--- src/rtl/song_sequencer.sv ---
// Melody player: walks a two-song ROM entry by entry and drives the buzzer's
// note/octave inputs, with beat timing, inter-note gaps, pause, stop and loop.
module song_sequencer #(
  parameter int unsigned BEAT_CYCLES = 25_000_000,
  parameter int unsigned GAP_CYCLES  = 2_500_000
) (
  input  logic       clk,
  input  logic       rst_n,
  input  logic       start,
  input  logic       stop,
  input  logic       pause,
  input  logic       loop_en,
  input  logic       song_sel,
  output logic [3:0] note,
  output logic [1:0] octave,
  output logic       playing,
  output logic       done,
  output logic [4:0] index
);

  typedef enum logic [1:0] {
    S_IDLE,
    S_PLAY,
    S_GAP,
    S_DONE
  } state_t;

  // Entry layout: {dur[2:0], octave[1:0], note[3:0]}; dur == 0 ends the song.
  function automatic logic [8:0] rom_entry(input logic song, input logic [4:0] idx);
    logic [8:0] e;
    case ({song, idx})
      {1'b0, 5'd0}: e = {3'd1, 2'b00, 4'd1};
      {1'b0, 5'd1}: e = {3'd1, 2'b00, 4'd1};
      {1'b0, 5'd2}: e = {3'd1, 2'b00, 4'd5};
      {1'b0, 5'd3}: e = {3'd1, 2'b00, 4'd5};
      {1'b0, 5'd4}: e = {3'd1, 2'b00, 4'd6};
      {1'b0, 5'd5}: e = {3'd1, 2'b00, 4'd6};
      {1'b0, 5'd6}: e = {3'd2, 2'b00, 4'd5};
      {1'b1, 5'd0}: e = {3'd1, 2'b00, 4'd1};
      {1'b1, 5'd1}: e = {3'd1, 2'b00, 4'd2};
      {1'b1, 5'd2}: e = {3'd1, 2'b00, 4'd3};
      {1'b1, 5'd3}: e = {3'd1, 2'b00, 4'd4};
      {1'b1, 5'd4}: e = {3'd1, 2'b00, 4'd5};
      {1'b1, 5'd5}: e = {3'd1, 2'b00, 4'd6};
      {1'b1, 5'd6}: e = {3'd1, 2'b00, 4'd7};
      {1'b1, 5'd7}: e = {3'd2, 2'b10, 4'd1};
      default:      e = 9'd0;
    endcase
    return e;
  endfunction

  state_t      state_q, state_d;
  logic [31:0] cnt_q, cnt_d;
  logic [4:0]  index_q, index_d;
  logic        song_q, song_d;
  logic [3:0]  note_q, note_d;
  logic [1:0]  octave_q, octave_d;
  logic        playing_q, playing_d;
  logic        done_q, done_d;

  logic [8:0]  cur_entry, nxt_entry, first_new, first_cur;
  logic [31:0] play_len;
  logic        song_end;

  assign cur_entry = rom_entry(song_q, index_q);
  assign nxt_entry = rom_entry(song_q, index_q + 5'd1);
  assign first_new = rom_entry(song_sel, 5'd0);
  assign first_cur = rom_entry(song_q, 5'd0);
  assign play_len  = {29'd0, cur_entry[8:6]} * BEAT_CYCLES - GAP_CYCLES;
  assign song_end  = (nxt_entry[8:6] == 3'd0) || (index_q == 5'd31);

  always_comb begin
    state_d   = state_q;
    cnt_d     = cnt_q;
    index_d   = index_q;
    song_d    = song_q;
    note_d    = note_q;
    octave_d  = octave_q;
    playing_d = playing_q;
    done_d    = done_q;

    if (stop) begin
      state_d   = S_IDLE;
      cnt_d     = 32'd0;
      index_d   = 5'd0;
      song_d    = 1'b0;
      note_d    = 4'd0;
      octave_d  = 2'b00;
      playing_d = 1'b0;
      done_d    = 1'b0;
    end else begin
      case (state_q)
        S_IDLE, S_DONE: begin
          if (start) begin
            song_d  = song_sel;
            index_d = 5'd0;
            cnt_d   = 32'd0;
            if (first_new[8:6] == 3'd0) begin
              state_d   = S_DONE;
              note_d    = 4'd0;
              octave_d  = 2'b00;
              playing_d = 1'b0;
              done_d    = 1'b1;
            end else begin
              state_d   = S_PLAY;
              note_d    = first_new[3:0];
              octave_d  = first_new[5:4];
              playing_d = 1'b1;
              done_d    = 1'b0;
            end
          end
        end
        S_PLAY: begin
          if (pause) begin
            note_d = 4'd0;
          end else if (cnt_q == play_len - 32'd1) begin
            state_d = S_GAP;
            cnt_d   = 32'd0;
            note_d  = 4'd0;
          end else begin
            cnt_d    = cnt_q + 32'd1;
            note_d   = cur_entry[3:0];
            octave_d = cur_entry[5:4];
          end
        end
        S_GAP: begin
          if (pause) begin
            note_d = 4'd0;
          end else if (cnt_q == GAP_CYCLES - 32'd1) begin
            cnt_d = 32'd0;
            if (!song_end) begin
              index_d  = index_q + 5'd1;
              state_d  = S_PLAY;
              note_d   = nxt_entry[3:0];
              octave_d = nxt_entry[5:4];
            end else if (loop_en && first_cur[8:6] != 3'd0) begin
              index_d  = 5'd0;
              state_d  = S_PLAY;
              note_d   = first_cur[3:0];
              octave_d = first_cur[5:4];
            end else begin
              // index keeps pointing at the last entry that was played
              state_d   = S_DONE;
              note_d    = 4'd0;
              octave_d  = 2'b00;
              playing_d = 1'b0;
              done_d    = 1'b1;
            end
          end else begin
            cnt_d = cnt_q + 32'd1;
          end
        end
        default: begin
          state_d = S_IDLE;
        end
      endcase
    end
  end

  always_ff @(posedge clk or negedge rst_n) begin
    if (!rst_n) begin
      state_q   <= S_IDLE;
      cnt_q     <= 32'd0;
      index_q   <= 5'd0;
      song_q    <= 1'b0;
      note_q    <= 4'd0;
      octave_q  <= 2'b00;
      playing_q <= 1'b0;
      done_q    <= 1'b0;
    end else begin
      state_q   <= state_d;
      cnt_q     <= cnt_d;
      index_q   <= index_d;
      song_q    <= song_d;
      note_q    <= note_d;
      octave_q  <= octave_d;
      playing_q <= playing_d;
      done_q    <= done_d;
    end
  end

  assign note    = note_q;
  assign octave  = octave_q;
  assign playing = playing_q;
  assign done    = done_q;
  assign index   = index_q;

endmodule

--- config.mk ---
export PLATFORM = sky130hd
export DESIGN_NAME = song_sequencer
export DESIGN_NICKNAME = d
export VERILOG_FILES = /design/src/rtl/song_sequencer.sv
export SDC_FILE = /design/constraint.sdc
export NUM_CORES = 1
export LEC_CHECK = 0
export ABC_AREA = 0
export ABC_CLOCK_PERIOD_IN_PS = 8500
export BUFFER_PORTS_ARGS = -buffer_cell sky130_fd_sc_hd__buf_2
export CORE_MARGIN = 5
export CORE_UTILIZATION = 45
export DETAILED_ROUTE_END_ITERATION = 6
export SLEW_MARGIN = 15
export SYNTH_ARGS = -nofsm -noshare
export SYNTH_HDL_FRONTEND = slang
export SYNTH_SLANG_ARGS = --single-unit
--- constraint.sdc ---
create_clock -name clk -period 8.5 [get_ports clk]
set_clock_uncertainty 0.2 [all_clocks]
set_input_delay 0.85 -clock clk [delete_from_list [all_inputs] [get_ports clk]]
set_output_delay 0.85 -clock clk [all_outputs]
set_load 0.02 [all_outputs]
# Yosys cells after proc, flatten, opt, wreduce, memory -nomap -nowiden
# Memory sizes are Yosys's and may differ from the RTL's.
# Cells that the tools add are included.
# totals
ff_bits,48
latchBits,0
ramBits,0
romBits,768
in_bits,7
out_inout_bits,13
wordCells,102
memories,2
# classes
n_addsub,4
multipliers,1
div,0
n_lt_le_gt_ge,0
n_eq_ne,16
shifts,0
n_mux,57
bitwise,0
reduce_logical,14
# memory_table
name,words,word_bits,read_ports,rd_clocked_by_memory_dff,wr,line,text
(no name shown),64,6,1,0,0,31,"case ({song, idx})"
(no name shown),64,6,1,0,0,31,
# op_table
op,n
32-bit two-way mux,6
32-bit one-hot mux with 3 select lines,1
"32-bit by 1-bit adder with 32-bit output, second input constant",1
"32-bit by 22-bit == test with 1-bit output, second input constant",1
32-bit == test,1
2-bit two-way mux,15
5-bit two-way mux,6
"29-bit by 2-bit subtractor with 30-bit output, second input constant",1
"28-bit by 22-bit subtractor with 29-bit output, second input constant",1
4-bit two-way mux,7
"3-bit != test, second input constant",8
"3-bit by 19-bit multiplier with 22-bit output, second input constant",1
1-bit two-way mux,16
5-bit AND reduction,3
2-bit one-hot mux with 3 select lines,2
4-bit one-hot mux with 3 select lines,1
5-bit one-hot mux with 2 select lines,1
"4-bit != test, second input constant",2
6-bit AND reduction,1
"5-bit by 1-bit adder with 5-bit output, second input constant",1
"5-bit == test, second input constant",1
"2-bit == test, second input constant",2
1-bit one-hot mux with 2 select lines,2
2-bit AND reduction,2
8 further kinds,9

# Depth between registers and ports, before layout
# Gate-level depths: netlist (run 1).
# An unclocked memory read counts as a cell.
# depth
depth_word,9
ltp_mapped,16
mapped_depth_nobuf,14

# Worst setup path before layout (run 1)
# No wires, ideal clock.
# synth_path
path_kind,register -> register
startpoint,register index_q[0] (netlist: index[0])
endpoint,register cnt_q[24]
setup_ns,0.126
arrival_ns,3.443
required_ns,8.174
path_slack_ns,4.731
stages_incl_launch_ff,16
synth_period_minus_slack_ns,3.769
cell_sequence,dfrtp_1 clkbuf_1 inv_1 ha_1 nand2_1 o21ai_0 and2_1 inv_1 ha_1 or4_1 a211o_1 nor4_2 a31oi_1 or2_1 and3_1 a221o_1
# synth_between
elab_chain_cells,9
# synth_lines
element,line,text
from (decl),54,"logic [4:0] index_q, index_d;"
from (signal assigned),173,index_q <= index_d;
memory read 64 x 6 bit,n/a,
3-bit by 19-bit multiplier with 22-bit output,69,"assign play_len = {29'd0, cur_entry[8:6]} * BEAT_CYCLES - GAP_CYCLES;"
28-bit by 22-bit subtractor with 29-bit output,69,
29-bit by 2-bit subtractor with 30-bit output,116,end else if (cnt_q == play_len - 32'd1) begin
32-bit == test,116,
32-bit two-way mux,116,
32-bit two-way mux,114,if (pause) begin
32-bit one-hot mux with 3 select lines,92,case (state_q)
32-bit two-way mux,82,if (stop) begin
to (signal assigned),172,cnt_q <= cnt_d;
to (decl),53,"logic [31:0] cnt_q, cnt_d;"
# No other way between the ends. The select of a mux whose other input is x is not followed.
# A chain may end at the register's enable or synchronous reset.

# Worst setup path after layout (run 1)
# layout_path
startpoint,register song_q
endpoint,register cnt_q[24]
# layout_between
elab_chain_cells,9
# layout_lines
element,line,text
from (decl),55,"logic song_q, song_d;"
from (signal assigned),174,song_q <= song_d;
memory read 64 x 6 bit,n/a,
3-bit by 19-bit multiplier with 22-bit output,69,
28-bit by 22-bit subtractor with 29-bit output,69,
29-bit by 2-bit subtractor with 30-bit output,116,
32-bit == test,116,
32-bit two-way mux,116,
32-bit two-way mux,114,
32-bit one-hot mux with 3 select lines,92,
32-bit two-way mux,82,
# No other way between the ends. The select of a mux whose other input is x is not followed.

==> results of run 1 <==
cell type report:
type / instances / area [sq um]
multi-input cells: 319 / 2010
flip-flops and latches: 46 / 1150
clock inverters: 3 / 23.8
fillers: 727 / 3660
clock buffers: 5 / 68.8
well taps: 99 / 124
repair buffers: 18 / 95.1
inverters: 20 / 75.1
placed cells by master, fill, tap and decap left out, types with 3 or more instances in the layout:
| cell type | count |
|---|---|
| and4_1 | 3 |
| or4_1 | 5 |
| a31oi_1 | 4 |
| nor3b_1 | 6 |
| or3_1 | 10 |
| nor2b_1 | 4 |
| and2_1 | 8 |
| clkbuf_8 | 5 |
| mux2_2 | 3 |
| nor3_1 | 7 |
| nand2_1 | 59 |
| o21ai_1 | 5 |
| nor4bb_1 | 3 |
| o21ai_0 | 22 |
| buf_2 | 16 |
| nand4_1 | 11 |
| a21o_1 | 8 |
| a22o_1 | 3 |
| ha_1 | 18 |
| a21oi_1 | 18 |
| dfrtp_1 | 46 |
| o211ai_1 | 5 |
| a211oi_1 | 3 |
| a221o_1 | 3 |
| nor2_1 | 21 |
| o22ai_1 | 3 |
| inv_1 | 20 |
| o311ai_1 | 7 |
| nor4_1 | 5 |
| xnor2_1 | 6 |
| nand3_1 | 28 |
| and3_1 | 6 |
state kept, by name (all words and copies together), names as in the netlist:
| signal | flops |
|---|---|
| index | 5 |
| playing | 1 |
| note | 3 |
| cnt_q | 32 |
| octave | 1 |
| state_q | 2 |
| done | 1 |
| song_q | 1 |
critical path, delay by kind of cell (launching register included):
kind	cells	cell delay, ns
and+or+nand+nor	4	1.50
adders and majority gates	1	0.26
DFF	1	0.69
muxes	1	0.39
buffers and inverters	1	0.17
AOI/OAI and AO/OA	4	1.11
power by group:
group / leakage [nW] / switching, mW / internal [mW]
sequential: 0.637 / 0.0177 / 0.232
clock: 0.0408 / 0.0842 / 0.0590
combinational: 0.789 / 0.201 / 0.0808
total: 1.47 / 0.302 / 0.372
per-layer routing:
| metal | vias to the layer above | part of all wire | wire [um] | global-route usage |
|---|---|---|---|---|
| met5 | - | 0 | 0 | 0 |
| met4 | 0 | 0.0077 | 65 | 0.0450 |
| met2 | 69 | 0.47 | 3990 | 0.312 |
| li1 | 1493 | - | - | - |
| met3 | 7 | 0.042 | 354 | 0.0305 |
| met1 | 1476 | 0.48 | 4080 | 0.274 |
cell usage after synthesis (4+ instances only):
library cell	count
o211ai_1	5
nor2b_1	4
nand3_1	28
o21ai_1	5
nor4_1	5
clkbuf_1	10
xnor2_1	6
or3_1	10
nor3b_1	6
a21o_1	8
buf_2	6
ha_1	18
or4_1	5
and3_1	6
o311ai_1	7
nor3_1	7
nor2_1	21
a21oi_1	19
inv_1	20
a31oi_1	4
and2_1	8
nand4_1	11
o21ai_0	22
nand2_1	59
dfrtp_1	46
cells by family after synthesis:
kind of cell	Yosys count	share of synthesized area
AOI/OAI and AO/OA	97	0.195
xor gates and xnor gates	6	0.0158
adders and majority gates	18	0.0677
buffers and inverters	40	0.0501
DFF	46	0.346
muxes	5	0.0162
other	1	0.00113
and+or+nand+nor	191	0.308
per-stage QoR:
step / area [sq um] / power [mW] / instances / utilization / setup WS, ns
finish: 3550 / 0.674 / 510 / 0.492 / 4.05
global route: 3550 / 0.726 / 510 / 0.492 / 3.76
CTS: 3550 / 0.682 / 510 / 0.492 / 4.06
floorplan: 3330 / 0.460 / 405 / - / 4.73
detailed placement: 3460 / 0.537 / 502 / 0.479 / 4.08
global placement: 3460 / 0.535 / 502 / 0.479 / 4.18
worst max path at each step:
stage	from	to	slack, ns	cells after the start
detailed placement	index[0]$_DFFE_PN0P_	cnt_q[24]$_DFFE_PN0P_	4.08	12
floorplan	index[0]$_DFFE_PN0P_	cnt_q[24]$_DFFE_PN0P_	4.73	15
finish	song_q$_DFFE_PN0P_	cnt_q[24]$_DFFE_PN0P_	4.05	11
CTS	song_q$_DFFE_PN0P_	cnt_q[24]$_DFFE_PN0P_	4.06	11
global placement	song_q$_DFFE_PN0P_	cnt_q[23]$_DFFE_PN0P_	4.18	11
global route	index[0]$_DFFE_PN0P_	cnt_q[23]$_DFFE_PN0P_	3.76	14
==> metrics.yaml, run 1 <==
global_routing:
  grt_antenna_before_repair: 0
  grt_pass1_wl_mm: 14.1
  grt-ovfl-total: 0
  track_usage: 0.194
  grt_pass1_vias: 2785
  grt_max_degree: 47
drt:
  via_count: 3045
  wl_mm: 8.49
  drc: 0
  wl_per_cell_um: 16.6
  drtIter0Drc: 185
  vias_per_cell: 5.97
  ant_nets: 0
  drt_pre_antenna_iters: 4
synth:
  synth_top_area_cell: "dfrtp_1"
  synth_seq_cells: 46
  yosys-top-cells-area: "dfrtp_1 (35%), ha_1 (6.8%), nand2_1 (6.7%), nand3_1 (4.2%), o21ai_0 (3.3%)"
  synth_cell_types: 64
  seq_area_frac_synth: 0.346
  synth_flop_cell: "dfrtp_1"
  ys.warnings.count: 0
  synth_area_per_cell_sq_um: 8.23
  synth_enable_flop_cells: 0
  synth_cells: 404
  synthArstFlopShare: 1.00
  synth_top_cell_area_share: 0.346
  netlist_area_sq_um: 3320
sta:
  rsz0062_at_grt: "false"
  slew_violations: 0
  worst_slew_pin_slew_ns: 0.987
  fin_crit_sh: 0.523
  finalHoldViolCount: 0
  relSlewSlack: 0.342
  finalSetupTns_ns: 0
  fin_crit_ns: 4.45
  hold_ws_ns: 0.327
  finalSetupViolations: 0
  fmax_mhz: 225
floorplan:
  die_y_um: 96.0
  die_w_um: 96.0
  core_sq_um: 7210
  start_util: 0.461
  io_pins: 20
  num_rows: 31
  die_area_sq_um: 9210
setup_path:
  cp-start-kind: "flip-flop"
  worst_ep_required_time_ns: 8.49
  r2r_slack_ns: 4.05
  r2r-end: "cnt_q[24]$_DFFE_PN0P_"
  cp-end-kind: "flip-flop"
  crit_slowest_cell: "dfrtp_1"
  crit_type: "reg -> reg"
  r2r_cells: 11
  path_max_fanout: 22
  slowest_delay_ns: 0.69
  worstPathArrival_ns: 4.44
  rr_startpoint: "song_q$_DFFE_PN0P_"
  crit_chain: "mux2_2 > a21boi_1 > inv_1 > ha_1 > or4_1 > a211o_1 > nor4_2 > a31oi_1 > or2_1 > and3_1 > a221o_1"
run:
  max_cap_viol_count: 0
run_status:
  status: "finished clean"
layout:
  nNetsFinal: 435
  antenna_cells: 0
  drive_gt1_frac: 0.0949
  syn2layout_area_growth_pct: 6.85
power:
  ir_worst_vdd_uv: 92.3
  p_leak_nw: 1.47
  power_density_nw_per_um2: 190
hold_path:
  min_path_type: "in -> async"
placement:
  gp_congestion: 0.864
  dp_hpwl_mm: 5.99
  portBuffers: 17
clock_network:
  clockBufferDepth: 2
  root_buffer: "clkbuf_8"
  cts_hold_buf: 0
  insertion_delay_ns: 0.31
  cts_tree: "yes"
  clk_pin_slew_worst_paths_ns: 0.09
  htreeDepth: 2
  cts_setup_buffers: 0
  cts.repair.resized: 0
  cts-buffers-inserted: 5
  cts_sinks: 46
Power figures use the tool's default switching activity.
==> run 2: changes to the inputs <==
ABC_CLOCK_PERIOD_IN_PS = 3600   (was 8500)
clock period = 3.6 ns   (was 8.5 ns; I/O delays follow)
==> metrics.yaml, run 2 (synthesized netlist as in run 1, its figures left out) <==
run_status:
  status: "finished clean"
setup_path:
  crit_type: "reg -> reg"
  worst_path_most_repeated_cell: "buf_4"
  cp_num_buf_inv: 4
  worstPathArrival_ns: 3.60
  slowest_delay_ns: 0.50
  cp-end-kind: "flip-flop"
  path_max_fanout: 13
  critPathTopFamily: "simple AND/OR/NAND/NOR gates"
  crit_slowest_cell: "or4_1"
  crit_chain: "ha_4 > mux2_4 > a21boi_4 > inv_2 > ha_2 > buf_4 > nor4bb_2 > nand2_1 > xnor2_2 > a31oi_2 > buf_4 > o21ai_4 > buf_12 > or4_1 > nand3_1"
  cp-start-kind: "flip-flop"
  worst_ep_required_time_ns: 3.64
clock_network:
  cts-buffers-inserted: 5
  root_buffer: "clkbuf_8"
  clk_pin_slew_worst_paths_ns: 0.09
  cts_sinks: 46
  htreeDepth: 2
  cts_tree: "yes"
  insertion_delay_ns: 0.30
  clockBufferDepth: 2
sta:
  finalHoldViolCount: 0
  fin_crit_sh: 0.989
  relSlewSlack: 0.564
  finalSetupTns_ns: 0
  worst_slew_pin_slew_ns: 0.648
  layout_setup_ws_ns: 0.0393
  hold_ws_ns: 0.145
  finalSetupViolations: 0
  fmax_mhz: 281
  rsz0062_at_grt: "true"
  slew_violations: 0
  fin_crit_ns: 3.56
floorplan:
  die_y_um: 96.0
  die_w_um: 96.0
  io_pins: 20
  core_sq_um: 7210
  start_util: 0.461
  num_rows: 31
  die_area_sq_um: 9210
layout:
  finalInstanceArea_sq_um: 4020
  largest_reg_flops: 32
  fillers: 695
  utilization: 0.557
  largest_register: "cnt_q"
  drive_gt1_frac: 0.209
  nNetsFinal: 469
  final_cell_mix: "nand2_1 (59), dfrtp_1 (44), buf_4 (30), nand3_1 (28), nor2_1 (21)"
  syn2layout_area_growth_pct: 21.0
  final_common_cell: "nand2_1"
  instances_no_fill: 544
  antenna_cells: 0
drt:
  wl_mm: 8.99
  wl_per_cell_um: 16.5
  drc: 0
  via_count: 3166
  drtIter0Drc: 118
  drt_pre_antenna_iters: 5
  ant_nets: 0
  vias_per_cell: 5.82
placement:
  post-place-ws_ns: -0.0493
  dp_hpwl_mm: 6.36
  dpl.cell_count: 527
  gp_congestion: 0.878
  portBuffers: 17
  placed_area_sq_um: 3700
global_routing:
  grt_antenna_before_repair: 0
  grt_max_degree: 47
  grt_pass1_vias: 3011
  grt_pass1_wl_mm: 14.9
  track_usage: 0.204
  grt-ovfl-total: 0
power:
  power_density_nw_per_um2: 454
  total_power_mw: 1.83
  p_leak_nw: 1.70
  ir_worst_vdd_uv: 302
hold_path:
  min_path_type: "in -> reg"
run:
  max_cap_viol_count: 0
-- run 2: cell types whose count changed in the layout (fill, tap and decap cells not counted), moves of 3 or more --
cell / previous run / this run
buf_4: 2 / 30
ha_1: 18 / 11
ha_4: 0 / 6
inv_1: 20 / 17
o21ai_0: 22 / 19
-- run 2: layout make-up --
type	instances	area (sq um)	share of cell area
Timing Repair Buffer	52	398	0.0989
Sequential cell	46	1150	0.287
Tap cell	99	124	0.0308
Clock buffer	7	86.3	0.0215
Multi-Input combinational cell	319	2180	0.541
Clock inverter	1	5.00	0.00124
Inverter	20	77.6	0.0193
-- run 2: final timing paths --
path,startpoint,to,slack [ns],depth (start not counted)
setup / recovery,index[0]$_DFFE_PN0P_,cnt_q[23]$_DFFE_PN0P_,0.04,15
hold / removal,song_sel,song_q$_DFFE_PN0P_,0.15,3
setup reg to reg,index[0]$_DFFE_PN0P_,cnt_q[23]$_DFFE_PN0P_,0.04,15
hold reg to reg,note[2]$_DFFE_PN0P_,note[2]$_DFFE_PN0P_,0.31,1
max in group asynchronous,rst_n,index[1]$_DFFE_PN0P_,2.33,2
min in group asynchronous,rst_n,note[1]$_DFFE_PN0P_,0.38,2
-- run 2: where the power goes --
group          switching [mW]  internal, mW
registers              0.0319         0.549
logic                   0.544         0.366
clock network           0.179         0.155
-- run 2: worst register-to-register path, cell delays in order, from the launching register on --
cell	delay [ns]
dfrtp_2	0.49
ha_4	0.19
mux2_4	0.26
a21boi_4	0.14
inv_2	0.08
ha_2	0.20
buf_4	0.14
nor4bb_2	0.26
nand2_1	0.13
xnor2_2	0.18
a31oi_2	0.18
buf_4	0.17
o21ai_4	0.09
buf_12	0.19
or4_1	0.51
nand3_1	0.09
-- run 2: repair_timing --
item	CTS	global route
pin swaps	4	2
endpoints found under the setup margin	18	32
gates cloned	1	1
endpoints found under the hold margin	0	46
hold buffers	0	1
setup buffers	0	6
gates resized for setup	4	23
-- run 2: routing by layer --
metal | GRT usage | vias up | share of wire
met3 | 0.0281 | 8 | 0.037
met2 | 0.324 | 61 | 0.46
met5 | 0 | - | 0
li1 | - | 1563 | -
met1 | 0.293 | 1534 | 0.49
met4 | 0.0474 | 0 | 0.0087
